### config.mk
export PLATFORM = sky130hd
export DESIGN_NAME = arp_over_ethernet_flat
export DESIGN_NICKNAME = d
export VERILOG_FILES = /design/src/rtl/eth_pkg.sv /design/src/rtl/arp_over_ethernet_if.sv /design/src/rtl/arp_over_ethernet_rx_parser.sv /design/src/rtl/arp_over_ethernet.sv /design/src/flat_wrapper.sv
export SDC_FILE = /design/constraint.sdc
export NUM_CORES = 1
export LEC_CHECK = 0
export ABC_CLOCK_PERIOD_IN_PS = 3050
export BUFFER_PORTS_ARGS = -buffer_cell sky130_fd_sc_hd__buf_4
export CAP_MARGIN = 0
export CORE_MARGIN = 1
export CORE_UTILIZATION = 59
export DETAILED_ROUTE_END_ITERATION = 6
export GPL_TIMING_DRIVEN = 0
export PLACE_DENSITY_LB_ADDON = 0.12
export SETUP_SLACK_MARGIN = 0.02
export SYNTH_ARGS = -nofsm -noshare
export SYNTH_HDL_FRONTEND = slang
export SYNTH_SLANG_ARGS = --single-unit
### constraint.sdc
create_clock -name clk -period 3.05 [get_ports clk]
set_clock_uncertainty 0.05 [all_clocks]
set_input_delay 0.61 -clock clk [delete_from_list [all_inputs] [get_ports clk]]
set_output_delay 0.61 -clock clk [all_outputs]
set_load 0.005 [all_outputs]
### src/rtl/eth_pkg.sv
// ============================================================================
// Module  : eth_pkg
// Brief   : Shared ARP constants, state encoding and reply-byte helper.
// Revision: 1.0
// ============================================================================
`default_nettype none

package eth_pkg;

    localparam logic [15:0] ARP_ETHERTYPE  = 16'h0806;
    localparam logic [15:0] ARP_HTYPE_ETH  = 16'h0001;
    localparam logic [15:0] ARP_PTYPE_IPV4 = 16'h0800;
    localparam logic [7:0]  ARP_HLEN_ETH   = 8'd6;
    localparam logic [7:0]  ARP_PLEN_IPV4  = 8'd4;
    localparam logic [15:0] ARP_OPER_REQ   = 16'd1;
    localparam logic [15:0] ARP_OPER_REP   = 16'd2;
    localparam int          ARP_BODY_LEN   = 28;

    typedef enum logic [2:0] {
        ST_IDLE  = 3'd0,
        ST_RX    = 3'd1,
        ST_CHECK = 3'd2,
        ST_REQ   = 3'd3,
        ST_TX    = 3'd4,
        ST_DROP  = 3'd5
    } arp_state_e;

    // Byte idx of an ARP reply body; indices past the body read as zero padding.
    function automatic logic [7:0] arp_reply_byte(
        input logic [7:0]  idx,
        input logic [47:0] sha,
        input logic [31:0] spa,
        input logic [47:0] tha,
        input logic [31:0] tpa
    );
        logic [223:0] body;
        body = {ARP_HTYPE_ETH, ARP_PTYPE_IPV4, ARP_HLEN_ETH, ARP_PLEN_IPV4,
                ARP_OPER_REP, sha, spa, tha, tpa};
        body = body << {idx, 3'b000};
        return body[223:216];
    endfunction

endpackage

`default_nettype wire

### src/rtl/arp_over_ethernet_if.sv
// ============================================================================
// Module  : arp_over_ethernet_if
// Brief   : Receive byte stream, transmit arbiter handshake and reply stream.
// Revision: 1.0
// ============================================================================
`default_nettype none

interface arp_over_ethernet_if;
    logic        rx_dven;
    logic [7:0]  rx_data;
    logic        rx_err;
    logic        tx_grant;
    logic        tx_request;
    logic [47:0] tx_dmac;
    logic [15:0] tx_ethertype;
    logic        tx_dven;
    logic [7:0]  tx_data;
    logic        tx_busy;

    modport slave (
        input  rx_dven, rx_data, rx_err, tx_grant,
        output tx_request, tx_dmac, tx_ethertype, tx_dven, tx_data, tx_busy
    );

    modport master (
        output rx_dven, rx_data, rx_err, tx_grant,
        input  tx_request, tx_dmac, tx_ethertype, tx_dven, tx_data, tx_busy
    );
endinterface

`default_nettype wire

### src/rtl/arp_over_ethernet_rx_parser.sv
// ============================================================================
// Module  : arp_rx_parser
// Brief   : Captures ARP body fields by byte index and flags a well-formed frame.
// Revision: 1.0
// ============================================================================
`default_nettype none

module arp_rx_parser
    import eth_pkg::*;
(
    input  wire logic        clk,
    input  wire logic        reset,
    input  wire logic        start_i,
    input  wire logic        capture_i,
    input  wire logic        err_sample_i,
    input  wire logic [7:0]  rx_data_i,
    input  wire logic        rx_err_i,
    input  wire logic [31:0] ip_i,
    output logic             fields_ok_o,
    output logic [15:0]      oper_o,
    output logic [47:0]      sha_o,
    output logic [31:0]      spa_o
);

    logic [4:0]  count_q;
    logic        err_q;
    logic [15:0] htype_q;
    logic [15:0] ptype_q;
    logic [7:0]  hlen_q;
    logic [7:0]  plen_q;
    logic [15:0] oper_q;
    logic [47:0] sha_q;
    logic [31:0] spa_q;
    logic [31:0] tpa_q;

    logic [4:0]  byte_idx;
    logic        byte_we;

    // The first byte arrives with start_i, before the counter has been cleared.
    assign byte_idx = start_i ? 5'd0 : count_q;
    assign byte_we  = start_i | (capture_i & (count_q < 5'(ARP_BODY_LEN)));

    always_ff @(posedge clk or negedge reset) begin
        if (!reset) begin
            count_q <= '0;
            err_q   <= 1'b0;
            htype_q <= '0;
            ptype_q <= '0;
            hlen_q  <= '0;
            plen_q  <= '0;
            oper_q  <= '0;
            sha_q   <= '0;
            spa_q   <= '0;
            tpa_q   <= '0;
        end else begin
            if (err_sample_i) begin
                err_q <= rx_err_i;
            end
            if (byte_we) begin
                count_q <= byte_idx + 5'd1;
                if (byte_idx < 5'd2)       htype_q <= {htype_q[7:0], rx_data_i};
                else if (byte_idx < 5'd4)  ptype_q <= {ptype_q[7:0], rx_data_i};
                else if (byte_idx == 5'd4) hlen_q  <= rx_data_i;
                else if (byte_idx == 5'd5) plen_q  <= rx_data_i;
                else if (byte_idx < 5'd8)  oper_q  <= {oper_q[7:0], rx_data_i};
                else if (byte_idx < 5'd14) sha_q   <= {sha_q[39:0], rx_data_i};
                else if (byte_idx < 5'd18) spa_q   <= {spa_q[23:0], rx_data_i};
                else if (byte_idx >= 5'd24) tpa_q  <= {tpa_q[23:0], rx_data_i};
            end
        end
    end

    assign fields_ok_o = (count_q == 5'(ARP_BODY_LEN)) && !err_q
                      && (htype_q == ARP_HTYPE_ETH) && (ptype_q == ARP_PTYPE_IPV4)
                      && (hlen_q == ARP_HLEN_ETH) && (plen_q == ARP_PLEN_IPV4)
                      && (tpa_q == ip_i);
    assign oper_o = oper_q;
    assign sha_o  = sha_q;
    assign spa_o  = spa_q;

endmodule

`default_nettype wire

### src/rtl/arp_over_ethernet.sv
// ============================================================================
// Module  : arp_over_ethernet
// Brief   : ARP responder; ARP_CACHE_EN adds a one-entry cache of the last peer.
// Revision: 1.0
// ============================================================================
`default_nettype none

module arp_over_ethernet #(
    parameter int          PADLEN        = 18,
    parameter logic [15:0] ARP_ETHERTYPE = 16'h0806
) (
    input  wire logic        clk,
    input  wire logic        reset,
    input  wire logic [47:0] mac,
    input  wire logic [31:0] ip,
`ifdef ARP_CACHE_EN
    output logic             cache_valid,
    output logic [31:0]      cache_ip,
    output logic [47:0]      cache_mac,
`endif
    arp_over_ethernet_if.slave bus
);
    import eth_pkg::*;

    localparam logic [7:0] FRAME_LEN = 8'(ARP_BODY_LEN + PADLEN);

    arp_state_e  state_q, state_d;
    logic        req_q, req_d;
    logic        dven_q, dven_d;
    logic [7:0]  data_q, data_d;
    logic [7:0]  idx_q, idx_d;
    logic [47:0] dmac_q, dmac_d;
    logic [31:0] rtpa_q, rtpa_d;
    logic [47:0] smac_q, smac_d;
    logic [31:0] sip_q, sip_d;
    logic        rx_prev_q;

    logic        start, capture, err_sample;
    logic        fields_ok;
    logic [15:0] oper;
    logic [47:0] sha;
    logic [31:0] spa;
    logic [7:0]  reply_byte;

`ifdef ARP_CACHE_EN
    logic        cval_q, cval_d;
    logic [31:0] cip_q, cip_d;
    logic [47:0] cmac_q, cmac_d;
`endif

    arp_rx_parser u_parser (
        .clk          (clk),
        .reset        (reset),
        .start_i      (start),
        .capture_i    (capture),
        .err_sample_i (err_sample),
        .rx_data_i    (bus.rx_data),
        .rx_err_i     (bus.rx_err),
        .ip_i         (ip),
        .fields_ok_o  (fields_ok),
        .oper_o       (oper),
        .sha_o        (sha),
        .spa_o        (spa)
    );

    // The requester's MAC doubles as the reply's target hardware address.
    assign reply_byte = arp_reply_byte(idx_q, smac_q, sip_q, dmac_q, rtpa_q);

    always_comb begin
        state_d    = state_q;
        req_d      = req_q;
        dven_d     = 1'b0;
        data_d     = 8'h00;
        idx_d      = idx_q;
        dmac_d     = dmac_q;
        rtpa_d     = rtpa_q;
        smac_d     = smac_q;
        sip_d      = sip_q;
        start      = 1'b0;
        capture    = 1'b0;
        err_sample = 1'b0;
`ifdef ARP_CACHE_EN
        cval_d     = cval_q;
        cip_d      = cip_q;
        cmac_d     = cmac_q;
`endif
        unique case (state_q)
            ST_IDLE: begin
                // A burst already in flight (seen after a reply) is skipped whole.
                if (bus.rx_dven) begin
                    if (!rx_prev_q) begin
                        start   = 1'b1;
                        state_d = ST_RX;
                    end else begin
                        state_d = ST_DROP;
                    end
                end
            end
            ST_RX: begin
                if (bus.rx_dven) begin
                    capture = 1'b1;
                end else begin
                    err_sample = 1'b1;
                    state_d    = ST_CHECK;
                end
            end
            ST_CHECK: begin
                state_d = ST_IDLE;
                if (fields_ok && (oper == ARP_OPER_REQ)) begin
                    dmac_d  = sha;
                    rtpa_d  = spa;
                    smac_d  = mac;
                    sip_d   = ip;
                    req_d   = 1'b1;
                    idx_d   = 8'd0;
                    state_d = ST_REQ;
                end
`ifdef ARP_CACHE_EN
                if (fields_ok && ((oper == ARP_OPER_REQ) || (oper == ARP_OPER_REP))) begin
                    cval_d = 1'b1;
                    cip_d  = spa;
                    cmac_d = sha;
                end
`endif
            end
            ST_REQ: begin
                if (bus.tx_grant) begin
                    req_d   = 1'b0;
                    dven_d  = 1'b1;
                    data_d  = reply_byte;
                    idx_d   = idx_q + 8'd1;
                    state_d = ST_TX;
                end
            end
            ST_TX: begin
                if (idx_q == FRAME_LEN) begin
                    state_d = ST_IDLE;
                end else begin
                    dven_d = 1'b1;
                    data_d = reply_byte;
                    idx_d  = idx_q + 8'd1;
                end
            end
            ST_DROP: begin
                if (!bus.rx_dven) begin
                    state_d = ST_IDLE;
                end
            end
            default: state_d = ST_IDLE;
        endcase
    end

    always_ff @(posedge clk or negedge reset) begin
        if (!reset) begin
            state_q   <= ST_IDLE;
            req_q     <= 1'b0;
            dven_q    <= 1'b0;
            data_q    <= 8'h00;
            idx_q     <= 8'd0;
            dmac_q    <= '0;
            rtpa_q    <= '0;
            smac_q    <= '0;
            sip_q     <= '0;
            rx_prev_q <= 1'b0;
`ifdef ARP_CACHE_EN
            cval_q    <= 1'b0;
            cip_q     <= '0;
            cmac_q    <= '0;
`endif
        end else begin
            state_q   <= state_d;
            req_q     <= req_d;
            dven_q    <= dven_d;
            data_q    <= data_d;
            idx_q     <= idx_d;
            dmac_q    <= dmac_d;
            rtpa_q    <= rtpa_d;
            smac_q    <= smac_d;
            sip_q     <= sip_d;
            rx_prev_q <= bus.rx_dven;
`ifdef ARP_CACHE_EN
            cval_q    <= cval_d;
            cip_q     <= cip_d;
            cmac_q    <= cmac_d;
`endif
        end
    end

    assign bus.tx_request   = req_q;
    assign bus.tx_dmac      = dmac_q;
    assign bus.tx_ethertype = ARP_ETHERTYPE;
    assign bus.tx_dven      = dven_q;
    assign bus.tx_data      = data_q;
    assign bus.tx_busy      = (state_q == ST_REQ) || (state_q == ST_TX);

`ifdef ARP_CACHE_EN
    assign cache_valid = cval_q;
    assign cache_ip    = cip_q;
    assign cache_mac   = cmac_q;
`endif

endmodule

`default_nettype wire

### src/flat_wrapper.sv
// flat-port wrapper written by rule: the top's interface ports become plain ports
module arp_over_ethernet_flat import eth_pkg::*;
#(
    parameter int          PADLEN        = 18,
    parameter logic [15:0] ARP_ETHERTYPE = 16'h0806
)
  (clk, reset, mac, ip, bus_rx_dven, bus_rx_data, bus_rx_err, bus_tx_grant, bus_tx_request, bus_tx_dmac, bus_tx_ethertype, bus_tx_dven, bus_tx_data, bus_tx_busy);
  arp_over_ethernet_if bus_i ();
  input  wire logic clk;
  input  wire logic reset;
  input  wire logic [47:0] mac;
  input  wire logic [31:0] ip;
  input wire logic [$bits(bus_i.rx_dven)-1:0] bus_rx_dven;
  input wire logic [$bits(bus_i.rx_data)-1:0] bus_rx_data;
  input wire logic [$bits(bus_i.rx_err)-1:0] bus_rx_err;
  input wire logic [$bits(bus_i.tx_grant)-1:0] bus_tx_grant;
  output wire logic [$bits(bus_i.tx_request)-1:0] bus_tx_request;
  output wire logic [$bits(bus_i.tx_dmac)-1:0] bus_tx_dmac;
  output wire logic [$bits(bus_i.tx_ethertype)-1:0] bus_tx_ethertype;
  output wire logic [$bits(bus_i.tx_dven)-1:0] bus_tx_dven;
  output wire logic [$bits(bus_i.tx_data)-1:0] bus_tx_data;
  output wire logic [$bits(bus_i.tx_busy)-1:0] bus_tx_busy;
  assign bus_i.rx_dven = bus_rx_dven;
  assign bus_i.rx_data = bus_rx_data;
  assign bus_i.rx_err = bus_rx_err;
  assign bus_i.tx_grant = bus_tx_grant;
  assign bus_tx_request = bus_i.tx_request;
  assign bus_tx_dmac = bus_i.tx_dmac;
  assign bus_tx_ethertype = bus_i.tx_ethertype;
  assign bus_tx_dven = bus_i.tx_dven;
  assign bus_tx_data = bus_i.tx_data;
  assign bus_tx_busy = bus_i.tx_busy;
  arp_over_ethernet #(.PADLEN(PADLEN), .ARP_ETHERTYPE(ARP_ETHERTYPE)) u_core (.clk(clk), .reset(reset), .mac(mac), .ip(ip), .bus(bus_i));
endmodule
# Yosys cells after proc, flatten, opt, wreduce, memory -nomap -nowiden
# Cells that the tools add are included.
# W data, S select, Z words.
[totals]
ff_bits = 364
latch_bits = 0
ram_bits = 0
mem_bits_ro = 0
in_bits = 93
output_inout_bits = 75
elab_cells = 114
memories = 0
[op_classes]
add_sub_neg = 2
n_mul = 0
div = 0
order_cmp = 7
n_eq_ne = 22
shift = 1
n_mux = 29
bitwise_logic = 9
reduce_logical = 24
[op_table]
columns = ["operator", "count"]
rows = [
  ["$shl A209 B11 Y224", 1],
  ["$mux W8", 5],
  ["$eq A16 B1 Y1 const B", 2],
  ["$eq A32 B32 Y1", 1],
  ["$pmux W8 S3", 1],
  ["$mux W3", 6],
  ["$pmux W3 S6", 1],
  ["$eq A16 B12 Y1 const B", 1],
  ["$eq A8 B3 Y1 const B", 2],
  ["$pmux W8 S2", 1],
  ["$mux W1", 11],
  ["$eq A5 B3 Y1 const B", 2],
  ["$lt A5 B4 Y1 const B", 2],
  ["$lt A5 B5 Y1 const B", 2],
  ["$ne A2 B2 Y1 const B", 5],
  ["$reduce_and A5 Y1", 2],
  ["$reduce_and A9 Y1", 1],
  ["$add A8 B1 Y8 const B", 1],
  ["$eq A8 B6 Y1 const B", 1],
  ["$reduce_and A4 Y1", 2],
  ["$reduce_and A8 Y1", 1],
  ["$logic_and A1 B1 Y1", 7],
  ["$not A1 Y1", 7],
  ["$reduce_and A7 Y1", 1],
  ["other kinds (22)", 28],
]

# Depth between registers and ports, before layout
# Gate-level depths: netlist of run 1.
[logic_depth]
word_depth = 10
depth_mapped = 10
ltp_nobuf = 8

# Modules after synthesis
# Synthesis of run 1 repeated with hierarchy kept, for this count alone.
[hier_totals]
cells_unflattened = 1089
area_unflattened_um2 = 16101.7
[by_module_without_submodules]
columns = ["module", "instances", "cells_per_inst", "area_per_inst_um2", "seq_area_each_um2"]
rows = [
  ["arp_over_ethernet", 1, 616, 8729.6, 4554.4],
  ["arp_rx_parser", 1, 473, 7372.1, 4554.4],
]

# Worst setup path after synthesis of run 1
# OpenSTA, ideal clock, no wires.
[synth_timing]
kind = "reg-to-reg"
startpoint = "register u_core.state_q[2]"
endpoint = "register u_core.u_parser.oper_q[5], in the netlist u_core.u_parser.oper_o[5]"
setup_ns = 0.125
arrival_ns = 2.525
required_ns = 2.875
path_slack_ns = 0.351
stages_incl_launch_ff = 9
n_path_buf = 2
period_less_slack_ns = 2.699
cell_sequence = "dfrtp_1 -> buf_2 -> nor4_1 -> nand2_1 -> and2_1 -> ha_1 -> nor3_2 -> buf_2 -> mux2_2"
[synth_via]
elab_chain_len = 6
word_cells_on_any_way = 17
cone_classes = "order compare (3); eq/ne (3); mux (3); bitwise (6); reduce/logical (2)"
[synth_lines]
columns = ["item", "line", "source"]
rows = [
  ["from (decl)", "arp_over_ethernet.sv:27", "arp_state_e state_q, state_d;"],
  ["from (signal assigned)", "arp_over_ethernet.sv:171", "state_q <= state_d;"],
  ["$logic_not A3 Y1", "arp_over_ethernet.sv:87", "unique case (state_q)"],
  ["$mux W1", "arp_over_ethernet.sv:87", ""],
  ["$mux W5", "arp_over_ethernet_rx_parser.sv:40", "assign byte_idx = start_i ? 5'd0 : count_q;"],
  ["$lt A5 B3 Y1 (tied with other cells)", "arp_over_ethernet_rx_parser.sv:62", "else if (byte_idx < 5'd4) ptype_q <= {ptype_q[7:0], rx_data_i};"],
  ["$not A1 Y1 (no line)", "-", ""],
  ["$reduce_and A6 Y1 (no line) *", "-", ""],
  ["to (signal assigned)", "arp_over_ethernet_rx_parser.sv:65", "else if (byte_idx < 5'd8) oper_q <= {oper_q[7:0], rx_data_i};"],
  ["to (decl)", "arp_over_ethernet_rx_parser.sv:31", "logic [15:0] oper_q;"],
]
# Every way passes the cells marked *; elsewhere a longest branch is shown, timed or not.
# A chain may end at the register's enable or synchronous reset.

# Final worst setup path of run 1
[layout_timing]
startpoint = "register u_core.u_parser.htype_q[15]"
endpoint = "register u_core.smac_q[17]"
[layout_via]
elab_chain_len = 8
[layout_lines]
columns = ["item", "line", "source"]
rows = [
  ["from (decl)", "arp_over_ethernet_rx_parser.sv:27", "logic [15:0] htype_q;"],
  ["from (signal assigned)", "arp_over_ethernet_rx_parser.sv:61", "if (byte_idx < 5'd2) htype_q <= {htype_q[7:0], rx_data_i};"],
  ["$eq A16 B1 Y1", "arp_over_ethernet_rx_parser.sv:74", "&& (htype_q == ARP_HTYPE_ETH) && (ptype_q == ARP_PTYPE_IPV4)"],
  ["$logic_and A1 B1 Y1 (2 in series)", "arp_over_ethernet_rx_parser.sv:74", ""],
  ["$logic_and A1 B1 Y1 (2 in series)", "arp_over_ethernet_rx_parser.sv:75", "&& (hlen_q == ARP_HLEN_ETH) && (plen_q == ARP_PLEN_IPV4)"],
  ["$logic_and A1 B1 Y1", "arp_over_ethernet_rx_parser.sv:76", "&& (tpa_q == ip_i);"],
  ["$logic_and A1 B1 Y1", "arp_over_ethernet.sv:109", "if (fields_ok && (oper == ARP_OPER_REQ)) begin"],
  ["$reduce_and A2 Y1 (no line)", "-", ""],
  ["to (signal assigned)", "arp_over_ethernet.sv:178", "smac_q <= smac_d;"],
  ["to (decl)", "arp_over_ethernet.sv:34", "logic [47:0] smac_q, smac_d;"],
]
# Every way passes these cells.

==> qor.txt, run 1 <==
status -> finished, violations left
failing checks -> design-rule violations, negative setup slack
Synth Area in Adders -> 0.00313
largest fanout on the critical path -> 9
Placer Congestion -> 0.882
vias -> 10236
max frequency -> 0.319 GHz
Hold Crit Class -> primary input to flip-flop
share of the synthesized area in the top cell type -> 0.570
biggest area consumer among synthesized cells -> dfrtp_1
number of buffers created by CTS -> 39
crit path launch type -> flip-flop
GR Util All Layers -> 0.299
H-tree levels -> 2
fin area -> 0.0199 mm2
period utilization -> 1.03
final core occ -> 0.756
RSZ-0062 raised after global routing -> yes
largest family of logic cells by synthesized area -> multiplexers
complex-gate fraction of the synthesized area -> 0.0362
mux contribution to synthesized area -> 0.299
slowest CP cell -> or4_4
setup TNS -> -3.40 ns
root buffer cell -> clkbuf_16
die height -> 167 um
power per cell area -> 660 mW/mm2
final net count -> 1427
DRC -> 17
I/O pins -> 168
Crit path arrival time -> 3.50 ns
pin count of the biggest net entering global routing -> 115
final setup vio count -> 84
vias per inst -> 6.05
clk sinks -> 364
leakage -> 0.00969 uW
actual slew at the worst max-slew pin -> 0.915 ns
die area -> 0.0277 mm2
Req. time, crit path -> 3.42 ns
crit path time final -> 3.14 ns
XOR/XNOR share of the synthesized area -> 0.0192
Seq/Total Area, Yosys -> 0.570
PnR worst setup slack -> -0.0854 ns
die width -> 167 um
wire per inst -> 23.9 um
commonest non-fill, non-tap cells in the layout -> dfrtp_1 (364), mux2_2 (252), buf_4 (171)
crit path capture type -> flip-flop
initial DRC count -> 866
clk slew on worst S/H paths -> 0.06 ns
Worst VDD drop -> 462 uV
clk buf depth -> 3
DR pass1 iterations -> 7
commonest non-fill, non-tap cell in the layout -> dfrtp_1
PnR Total Power -> 13100 uW
DP HPWL -> 26700 um
first-pass GRT wire length -> 62800 um
PortBufs -> 151
CP delay by family, top -> simple AND/OR/NAND/NOR gates
worst path bufs/invs -> 3
register bit count reported by yosys -> 364
Synth Instances -> 1097
mapped cell area -> 0.0160 mm2
slowest stage delay, CP -> 0.55 ns
initial antenna violation count -> 0
met2 WL -> 19300 um
Netlist cell types -> 58
main flop type after synthesis -> dfrtp_1
Slew Limit Headroom -> 0.390
Final Hold Viols -> 0
vias in the first global route -> 10672
fraction of registers with async set/reset -> 1.00
most common cell type on the critical path -> nor4_4
maxcap violations -> 0
Area Overhead vs Synth -> 24.4%
Cell Chain, Critical Path -> or4_4 > nor4_4 > nand4_1 > nor4_4 > and4_1 > buf_6 > buf_12 > bufbuf_16 > mux2_1
Antenna Nets Post-Route -> 0
yosys warns -> 0
met1 wire length -> 17200 um
antenna cells -> 0
Post-synth EDFFs -> 0
DR WL met3 -> 2650 um
crit path kind -> flip-flop to flip-flop
top sig layer -> met4
TritonCTS clock tree -> built
standard-cell rows -> 59
Placement Cell Area -> 0.0177 mm2
Slew Limit Fails -> 0
Worst-Skew Late Latency -> 0.54 ns
Core ar. -> 0.0263 mm2
Initial Util -> 0.608
simple-gate share of the synthesized area -> 0.0437
ranking of synthesized cells by area -> dfrtp_1 (57%), mux2_2 (18%), mux2_1 (6.3%)
final wirelength -> 40500 um
layout cell share with drive strength beyond 1 -> 0.487
grt total ovfl -> 0
Mapped Avg Cell Area -> 14.6 um2
worst register-to-register path: cells and delay by family, from the launching register on:
family        cells  cell delay, ns
mux               1            0.32
buf+inv           3            0.61
flops             1            0.39
simple gates      5            1.65
cell usage after synthesis (all sizes together), types with 5 or more instances:
| master | count |
|---|---|
| dfrtp | 364 |
| inv | 7 |
| nor3 | 5 |
| o22ai | 7 |
| mux2i | 30 |
| buf | 58 |
| xor2 | 16 |
| xnor2 | 19 |
| nor4 | 19 |
| nand4 | 13 |
| a31o | 9 |
| nor4b | 5 |
| a31oi | 5 |
| mux4 | 28 |
| nand2 | 22 |
| nor2 | 26 |
| and2 | 7 |
| nand3 | 11 |
| mux2 | 341 |
| a21oi | 15 |
| o21ai | 23 |
| clkbuf | 15 |
final timing paths:
kind                                                   to  depth (start not counted)                   startpoint  slack, ns
worst max-delay path                    u_core.smac_q[17]                          9  u_core.u_parser.htype_q[15]      -0.09
worst min-delay path                     u_core.rx_prev_q                          1                  bus_rx_dven       0.19
worst max register to register          u_core.smac_q[17]                          9  u_core.u_parser.htype_q[15]      -0.09
worst min register to register           u_core.smac_q[6]                          1             u_core.smac_q[6]       0.43
max in group asynchronous       u_core.u_parser.plen_q[4]                          4                        reset       1.07
min in group asynchronous               u_core.smac_q[44]                          2                        reset       0.56
final cells by class:
class	instances	area [um2]
Buffer	73	579
Clock buffer	60	1160
Clock inverter	9	77.6
Fill cell	1627	6400
Inverter	7	26.3
Multi-Input combinational cell	667	6820
Sequential cell	364	9110
Tap cell	335	419
Timing Repair Buffer	178	1690
metrics by stage:
step / hold slack [ns] / worst slack [ns] / cells
final: 0.192 / -0.0854 / 1693
after global placement: 0.412 / -2.09 / 1597
after CTS: 0.170 / -0.127 / 1690
after global routing: 0.189 / -0.111 / 1693
after floorplan: 0.264 / 0.351 / 1111
after detailed placement: 0.422 / -0.643 / 1600
timing repair:
action,4_1_cts,5_1_grt
endpoints found under the hold margin,61,0
hold buffers,1,0
cloned,10,1
endpoints found under the setup margin,182,161
setup buffers,10,2
gates resized for setup,105,32
pin swaps,2,0
sequential cells by signal, indices dropped and copies added (netlist names), 3 cells and up:
signal                   cells
u_core.smac_q               48
u_core.u_parser.ptype_q     16
u_core.u_parser.sha_o       48
u_core.u_parser.htype_q     16
u_core.u_parser.oper_o      16
u_core.bus.tx_data           8
u_core.bus.tx_dmac          48
u_core.u_parser.plen_q       8
u_core.u_parser.count_q      5
u_core.u_parser.hlen_q       8
u_core.state_q               3
u_core.u_parser.spa_o       32
u_core.sip_q                32
u_core.rtpa_q               32
u_core.idx_q                 8
u_core.u_parser.tpa_q       32
power by group:
part	internal [uW]	leakage (uW)	switching, uW	total [uW]
sequential	5390	0.00498	409	5800
clock	2630	0.000603	1940	4570
combinational	1230	0.00411	1520	2750
layer usage:
layer	vias to the layer above	track usage
met5	-	0
met4	0	0.106
met2	380	0.484
met1	5295	0.407
met3	84	0.0549
li1	4477	-
cells by family (layout without fill, tap and decap cells):
family / count (synthesis) / in the layout
xor+xnor: 35 / 35
fa+ha+maj: 4 / 4
mux: 399 / 399
compound gates: 87 / 87
buf+inv: 80 / 327
other cells: 2 / 16
simple gates: 126 / 126
flops: 364 / 364
Note: power is estimated with default switching activity, not from simulation.
==> run 2, diff against run 1 <==
--- a/config.mk
+++ b/config.mk
@@ -9,7 +9,8 @@
 export BUFFER_PORTS_ARGS = -buffer_cell sky130_fd_sc_hd__buf_4
 export CAP_MARGIN = 0
 export CORE_MARGIN = 1
-export CORE_UTILIZATION = 59
+export CORE_UTILIZATION = 61
+export CTS_BUF_LIST = sky130_fd_sc_hd__clkbuf_4 sky130_fd_sc_hd__clkbuf_8
 export DETAILED_ROUTE_END_ITERATION = 6
 export GPL_TIMING_DRIVEN = 0
 export PLACE_DENSITY_LB_ADDON = 0.12
==> qor.txt, run 2 (synthesis gave the netlist of run 1 again) <==
Core ar. -> 0.0255 mm2 (-3.1%)
die height -> 164 um (-1.6%)
Placement Cell Area -> 0.0177 mm2 (about the same)
leakage -> 0.00994 uW (+2.6%)
actual slew at the worst max-slew pin -> 0.944 ns (+0.0288 ns)
root buffer cell -> clkbuf_8
clk slew on worst S/H paths -> 0.06 ns (about the same)
final core occ -> 0.804 (+0.0472)
DRC -> 0 (-17)
Worst R2R Setup Slack -> -0.05 ns (+0.03 ns)
fill count -> 1421 (-13%)
status -> finished, violations left
wire per inst -> 25.0 um (+4.4%)
max frequency -> 0.322 GHz (+1.1%)
I/O pins -> 168 (unchanged)
GR Util All Layers -> 0.314 (+0.0158)
maxcap violations -> 0 (unchanged)
worst hold endpoint -> u_core.rx_prev_q
Area Overhead vs Synth -> 28.1%
Crit path arrival time -> 3.54 ns (+0.04 ns)
period utilization -> 1.02 (-0.0111)
vias in the first global route -> 10801 (+1.2%)
Inst Count DP -> 1595 (-0.31%)
grt total ovfl -> 0 (unchanged)
Final Non-Filler Cells -> 1734 (+2.4%)
Hold Crit Class -> primary input to flip-flop
TritonCTS clock tree -> built
worst reg2reg path depth -> 12 (+3)
die area -> 0.0269 mm2 (-3.2%)
FF-to-FF End -> u_core.rtpa_q[31]
clk buf depth -> 3 (unchanged)
crit path kind -> flip-flop to flip-flop
Worst VDD drop -> 556 uV (+20%)
commonest non-fill, non-tap cell in the layout -> dfrtp_1
DP HPWL -> 26700 um (-0.36%)
commonest non-fill, non-tap cells in the layout -> dfrtp_1 (364), mux2_2 (183), buf_4 (173)
power per cell area -> 646 mW/mm2 (-2.1%)
final setup vio count -> 53 (-37%)
hold path cells -> 1 (unchanged)
Initial Util -> 0.627 (+0.0193)
final net count -> 1457 (+2.1%)
standard-cell rows -> 58 (-1.7%)
vias -> 10511 (+2.7%)
PnR Total Power -> 13200 uW (+0.77%)
Slew Limit Fails -> 0 (unchanged)
Antenna Nets Post-Route -> 0 (unchanged)
pin count of the biggest net entering global routing -> 122 (+6.1%)
Slew Limit Headroom -> 0.371 (-0.0192)
initial DRC count -> 814 (-6.0%)
number of buffers created by CTS -> 58 (+49%)
final wirelength -> 43300 um (+6.9%)
crit path launch type -> flip-flop
Worst Hold Launch -> bus_rx_dven
die width -> 164 um (-1.6%)
antenna cells -> 0 (unchanged)
clk sinks -> 364 (unchanged)
RSZ-0062 raised after global routing -> yes
crit path capture type -> flip-flop
layout cell share with drive strength beyond 1 -> 0.514 (+0.0261)
failing checks -> negative setup slack
Final Hold Viols -> 0 (unchanged)
Reg-to-Reg Start -> u_core.u_parser.count_q[2]
Placer Congestion -> 0.898 (+1.9%)
Worst-Skew Late Latency -> 0.62 ns (+0.08 ns)
H-tree levels -> 2 (unchanged)
initial antenna violation count -> 0 (unchanged)
PnR worst setup slack -> -0.0516 ns (+0.0338 ns)
Req. time, crit path -> 3.49 ns (+0.07 ns)
vias per inst -> 6.06 (+0.26%)
PortBufs -> 151 (unchanged)
crit path time final -> 3.10 ns (-0.0338 ns)
first-pass GRT wire length -> 62800 um (-0.11%)
fin area -> 0.0205 mm2 (+3.0%)
largest fanout on the critical path -> 10 (+1)
DR pass1 iterations -> 5 (-2)
pre-CTS setup slack -> -0.584 ns (+0.0594 ns)
-- run 2: cell types whose count changed in the layout (fill, tap and decap cells not counted), sizes merged --
cell / change
bufinv: +3
bufbuf: -3
clkinv: -2
clkdlybuf4s15: -1
clkinvlp: -1
clkbuf: +44
buf: +6
-- run 2: through the flow --
step                      hold WS, ns  TNS (ns)
after detailed placement        0.394    -81.47
after CTS                       0.101     -3.40
after global placement          0.412   -834.65
after floorplan                 0.264         0
after global routing            0.116    -12.06
final                           0.139     -1.04
-- run 2: area by class of cell --
type	count	area, um2	share of cell area
repair buffers	191	1930	0.0945
well taps	330	413	0.0202
clock inverters	9	128	0.00624
flip-flops and latches	364	9110	0.445
inverters	7	26.3	0.00128
multi-input cells	667	7080	0.346
plain buffers	71	603	0.0295
clock buffers	95	1180	0.0575
-- run 2: worst max-delay path by stage --
| stage | slack, ns | cells after the start | endpoint | start |
|---|---|---|---|---|
| 2_1_floorplan | 0.35 | 8 | u_core.u_parser.oper_o[5] | u_core.state_q[2] |
| 3_3_place_gp | -2.10 | 1 | u_core.u_parser.hlen_q[5] | reset |
| 3_5_place_dp | -0.58 | 9 | u_core.bus.tx_dmac[0] | ip[10] |
| 4_1_cts | -0.10 | 12 | u_core.smac_q[26] | u_core.u_parser.ptype_q[3] |
| 5_1_grt | -0.16 | 11 | u_core.bus.tx_dmac[1] | u_core.u_parser.ptype_q[3] |
| 6_report | -0.05 | 12 | u_core.rtpa_q[31] | u_core.u_parser.count_q[2] |
-- run 2: what timing repair did --
| item | 4_1_cts | 5_1_grt |
|---|---|---|
| hold endpoints to repair | 15 | 0 |
| buffers inserted | 18 | 5 |
| pin swaps | 4 | 0 |
| resized for setup | 119 | 111 |
| gates cloned | 7 | 10 |
| hold buffers | 1 | 0 |
| endpoints found under the setup margin | 180 | 178 |
-- run 2: critical path, stage by stage (launching register included) --
cell and delay [ns]:
dfrtp_1 0.33, buf_2 0.21, nand3_1 0.20, nor4_4 0.32
nand4_1 0.33, nor4_4 0.32, and4_1 0.25, buf_6 0.12
buf_12 0.11, buf_6 0.11, buf_16 0.15, clkbuf_16 0.18
mux2_4 0.30
-- run 2: per-layer routing --
layer / wire length (um) / GRT usage / vias to the layer above
li1: - / - / 4538
met1: 18100 / 0.424 / 5486
met2: 21300 / 0.515 / 402
met3: 2900 / 0.0619 / 85
met4: 1100 / 0.103 / 0
met5: 0 / 0 / -
-- run 2: power breakdown --
group          internal [uW]  switching, uW
Clock                   2680           1960
Sequential              5390            420
Combinational           1230           1530
